--- src/rtl/uart_pkg.sv ---
// Shared UART definitions: frame FSM state encoding, idle line level and default frame shape.
// Used by the transmit framer and intended for reuse by a matching receiver.
package uart_pkg;

  typedef enum logic [2:0] {
    ST_IDLE   = 3'd0,
    ST_SYNC   = 3'd1,
    ST_START  = 3'd2,
    ST_DATA   = 3'd3,
    ST_PARITY = 3'd4,
    ST_STOP   = 3'd5
  } uart_state_e;

  localparam logic UART_IDLE_LEVEL    = 1'b1;
  localparam int   UART_DATA_BITS_DEF = 8;
  localparam int   UART_STOP_BITS_DEF = 1;

endpackage

--- src/rtl/baud_edge_detect.sv ---
// Turns the divider's baud square wave into a one-cycle strobe on each rising edge.
// The registered copy clears on reset, so a high baud_in right after reset yields one tick.
module baud_edge_detect (
  input  logic clk,
  input  logic rst_n,
  input  logic baud_in,
  output logic tick
);

  logic baud_q;

  always_ff @(posedge clk) begin
    if (!rst_n) baud_q <= 1'b0;
    else        baud_q <= baud_in;
  end

  assign tick = baud_in & ~baud_q;

endmodule

--- src/rtl/uart_tx_framer.sv ---
// UART transmit framer: valid/ready byte in, LSB-first frame on tx, bit boundaries on baud ticks.
// Define UART_TX_PARITY_EN to insert an even parity bit between the data and stop bits.
module uart_tx_framer
  import uart_pkg::*;
#(
  parameter int DATA_BITS = UART_DATA_BITS_DEF,
  parameter int STOP_BITS = UART_STOP_BITS_DEF
) (
  input  logic                 clk,
  input  logic                 rst_n,
  input  logic                 baud_in,
  input  logic [DATA_BITS-1:0] tx_data,
  input  logic                 tx_valid,
  output logic                 tx_ready,
  output logic                 tx,
  output logic                 busy
);

  localparam logic [2:0] LAST_BIT  = 3'(DATA_BITS - 1);
  localparam logic       LAST_STOP = 1'(STOP_BITS - 1);

  uart_state_e          state;
  logic [2:0]           bit_cnt;
  logic                 stop_cnt;
  logic [DATA_BITS-1:0] sh;
  logic                 tick;
  logic                 accept;

  baud_edge_detect u_edge (
    .clk     (clk),
    .rst_n   (rst_n),
    .baud_in (baud_in),
    .tick    (tick)
  );

  assign tx_ready = (state == ST_IDLE) & rst_n;
  assign busy     = (state != ST_IDLE);
  assign accept   = tx_valid & tx_ready;

`ifdef UART_TX_PARITY_EN
  logic par;

  function automatic logic even_parity(input logic [DATA_BITS-1:0] d);
    return ^d;
  endfunction
`endif

  // Payload path: captured on accept, shifted one place per data-bit tick.
  always_ff @(posedge clk) begin
    if (accept) begin
      sh <= tx_data;
`ifdef UART_TX_PARITY_EN
      par <= even_parity(tx_data);
`endif
    end else if (tick && state == ST_DATA && bit_cnt != LAST_BIT) begin
      sh <= sh >> 1;
    end
  end

  // Frame sequencer: every transition except the accept waits for a tick.
  always_ff @(posedge clk) begin
    if (!rst_n) begin
      state    <= ST_IDLE;
      tx       <= UART_IDLE_LEVEL;
      bit_cnt  <= 3'd0;
      stop_cnt <= 1'b0;
    end else begin
      case (state)
        ST_IDLE: begin
          tx <= UART_IDLE_LEVEL;
          if (accept) state <= ST_SYNC;
        end
        ST_SYNC: begin
          if (tick) begin
            tx    <= 1'b0;
            state <= ST_START;
          end
        end
        ST_START: begin
          if (tick) begin
            tx      <= sh[0];
            bit_cnt <= 3'd0;
            state   <= ST_DATA;
          end
        end
        ST_DATA: begin
          if (tick) begin
            if (bit_cnt == LAST_BIT) begin
              stop_cnt <= 1'b0;
`ifdef UART_TX_PARITY_EN
              tx    <= par;
              state <= ST_PARITY;
`else
              tx    <= UART_IDLE_LEVEL;
              state <= ST_STOP;
`endif
            end else begin
              tx      <= sh[1];
              bit_cnt <= bit_cnt + 3'd1;
            end
          end
        end
`ifdef UART_TX_PARITY_EN
        ST_PARITY: begin
          if (tick) begin
            tx    <= UART_IDLE_LEVEL;
            state <= ST_STOP;
          end
        end
`endif
        ST_STOP: begin
          if (tick) begin
            if (stop_cnt == LAST_STOP) state <= ST_IDLE;
            else                       stop_cnt <= stop_cnt + 1'b1;
          end
        end
        default: begin
          tx    <= UART_IDLE_LEVEL;
          state <= ST_IDLE;
        end
      endcase
    end
  end

endmodule

--- config.mk ---
export PLATFORM = sky130hd
export DESIGN_NAME = uart_tx_framer
export DESIGN_NICKNAME = d
export VERILOG_FILES = /design/src/rtl/uart_pkg.sv /design/src/rtl/baud_edge_detect.sv /design/src/rtl/uart_tx_framer.sv
export SDC_FILE = /design/constraint.sdc
export NUM_CORES = 1
export LEC_CHECK = 0
export BUFFER_PORTS_ARGS = -buffer_cell sky130_fd_sc_hd__buf_2
export CAP_MARGIN = 20
export CORE_MARGIN = 4
export CORE_UTILIZATION = 56
export DETAILED_ROUTE_END_ITERATION = 6
export PLACE_DENSITY = 0.8
export SLEW_MARGIN = 20
export SYNTH_ARGS = -nofsm -noshare
export SYNTH_HDL_FRONTEND = slang
export SYNTH_SLANG_ARGS = --single-unit
--- constraint.sdc ---
create_clock -name clk -period 4.9 [get_ports clk]
set_input_delay 0.49 -clock clk [delete_from_list [all_inputs] [get_ports clk]]
set_output_delay 0.49 -clock clk [all_outputs]
set_load 0.02 [all_outputs]
==> results.md <==
* Outcome: finished, final reports clean
* Final wirelength at 1347 µm
* HPWL Detailed at 1015 µm
* Async set-reset flop share out of synthesis at 0
* Layout cell share with drive strength beyond 1 at 0.3448
* Chip width at 45.64 µm
* Post_cts resized at 0
* Synth cell types at 28
* Initial core utilization at 0.6021
* Transition time at the pin with the least slew margin at 1.058 ns
* Setup tns final at 0 ns
* Leading area contributor after synthesis: edfxtp_1
* Power per cell area at 295.4 nW/µm²
* Min cycle time layout at 2.199 ns
* Setup repair after global routing missed its margin: false
* Overall global routing resource usage at 0.1529
* Peak VDD IR at 0.1879 mV
* Post-Place Cell Area at 863.3 µm²
* Setup-violating endpoint count in the final report at 0
* Grt peak-use layer: met2
* Number of warnings printed during yosys synthesis at 0
* # placed instances at 98
* Met3 demand-to-capacity share in global routing at 0.02372
* Vias in the first global route at 590
* Number of hold-repair buffers added at the cts stage at 0
* Worst-case setup slack after placement at 2.711 ns
* Fillcell total at 103
* Fraction of the yosys area taken by sequential cells at 0.5047
* Global-route wire length before repair at 2352 µm
* Global Route met2 Usage at 0.2535
* Post-route setup slack at 2.701 ns
* Kind of start point of the critical path: flop
* Final weighted congestion in routability-driven placement at 0.7278
* Syn_nets at 85
* Net count, final at 102
* Site Rows at 13
* Detailed-route vias per instance at 5.549
* Clock tree from TritonCTS: yes
* Library cell used as clock root buffer: clkbuf_4
* Area contributors post-synth: edfxtp_1 (30%), dfxtp_1 (20%), mux2_2 (9.9%)
* Met1 usage at 0.1926
* Max-cap violations at 0
* Endpoint arrival time on the critical path at 2.11 ns
* Type of element capturing the critical path: flop
* Total count of hold-check failures in the final report at 0
* Detailed router's first-iteration violation count at 6
* Post-CTS setup buffers at 0
* Synthesis-to-finish area growth at 12.15%
* Largest net degree at the start of global routing at 13
* Register bit count reported by yosys at 16
* Number of pins exceeding their max-slew limit in the final report at 0
* Path type of the worst setup path: flop to flop
* Relative slew slack at 0.2873
* Post-route clock period utilization at 0.4488
* Core outline area at 1318 µm²
* Die area at 2083 µm²
* Largest buffer count on any clock path at 2
* Source-to-sink clock delay at the later pin of the worst-skew pair at 0.28 ns
* GRT overflow at 0
* Post-synth top area share at 0.3028
* Final standard cell area without fillers at 889.6 µm²
* Clock-pin transition on the worst setup and hold timing paths at 0.09 ns
* Top-Level Pins at 15
* Count of inserted antenna diode cells at 0
* Fin Hold WS at 0.4198 ns
* Number of enable flip-flop cells after synthesis at 8
* Height of the die at 45.64 µm
* Clock sink count at 16
* Number of antenna violations at the first check in global routing at 0
* Number of detailed-route iterations in the first pass at 3
* Maximum level of the CTS H-tree at 1
* Worst endpoint required time at 4.81 ns
* Predominant post-synthesis flop cell: edfxtp_1
* DRC errors left at 0
* Fin Clk Skew at 0.001865 ns
* F_max at 454.7 MHz
* Class of the tightest hold or removal check: input port to flop
* Avg Synthesized Cell Area at 11.17 µm²
* Post-DRT Antenna Nets at 0
* Maximum fanout along the worst path at 8
* Total via count in the routed design at 566
* Final standard cell count with taps included and fillers excluded at 102
* Top post-synthesis cells by count: dfxtp_1 (8), edfxtp_1 (8), mux2_2 (7)
* Synth Instances at 71
* Total CTS buffers at 3
* Port Buf Inserts at 14
* Average wire per standard cell at 13.21 µm
* Netlist area before placement at 793.3 µm²
* Leakage at 0.3377 nW
## kinds of logic after synthesis
group | share of synthesized area
fa+ha+maj | 0.03154
simple gates | 0.2019
flops | 0.5047
mux | 0.09937
compound gates | 0.1151
buf+inv | 0.04732
## state kept, by name (all words and copies together) (netlist names)
name / flops
sh: 8
state: 3
bit_cnt: 3
tx: 1
u_edge.baud_q: 1
## path summary, 6_finish.rpt
kind | startpoint | endpoint | slack [ns] | cells after the start
max | bit_cnt[0] | sh[2] | 2.70 | 5
min | baud_in | u_edge.baud_q | 0.42 | 2
max reg2reg | bit_cnt[0] | sh[2] | 2.70 | 5
min reg2reg | bit_cnt[2] | bit_cnt[2] | 0.47 | 2
## worst max-delay path: stages (launching register included)
cell and delay (ns):
dfxtp_1 0.34, ha_1 0.20, ha_1 0.21, nand2_1 0.09, nand3_2 0.13, o21ai_0 0.85
## layout make-up
cell class,instances,area [µm²],area share
Sequential cell,16,400.4,0.4501
Multi-Input combinational cell,48,355.3,0.3994
Timing Repair Buffer,14,70.07,0.07876
Clock buffer,3,22.52,0.02532
Inverter,5,18.77,0.02110
Tap cell,15,18.77,0.02110
Clock inverter,1,3.754,0.004219
## report_power, final
group / internal, mW / switching, mW / total, mW
clock: 0.0296 / 0.0413 / 0.0708
sequential: 0.149 / 0.00586 / 0.155
combinational: 0.0177 / 0.0195 / 0.0373
total: 0.196 / 0.0667 / 0.263
## metal layers
metal / vias up / share of wire
met3: 0 / 0.040
li1: 292 / -
met2: 9 / 0.52
met5: - / 0
met1: 265 / 0.44
met4: 0 / 0
## stage by stage
step           utilization  power, mW
6_report            0.6752     0.2628
2_1_floorplan            -     0.1850
3_3_place_gp        0.6553     0.1938
4_1_cts             0.6752     0.2635
3_5_place_dp        0.6553     0.1953
5_1_grt             0.6752     0.2768
## placed cells by master (no fill, tap or decap)
master     instances
a21boi_1           1
a21oi_1            4
a31o_2             1
and2_1             1
and2b_4            1
and4_1             1
buf_2             14
clkbuf_4           3
clkinv_1           1
dfxtp_1            8
edfxtp_1           8
ha_1               2
inv_1              5
mux2_2             7
nand2_1            4
nand2_2            1
nand2b_1           2
nand3_1            1
nand3_2            2
nor2_1             3
nor2b_1            1
nor2b_4            1
nor3b_1            1
nor4_1             2
o2111ai_1          1
o211ai_1           3
o21ai_0            3
o41ai_1            1
or3_1              4
(Power assumes the default switching activity.)
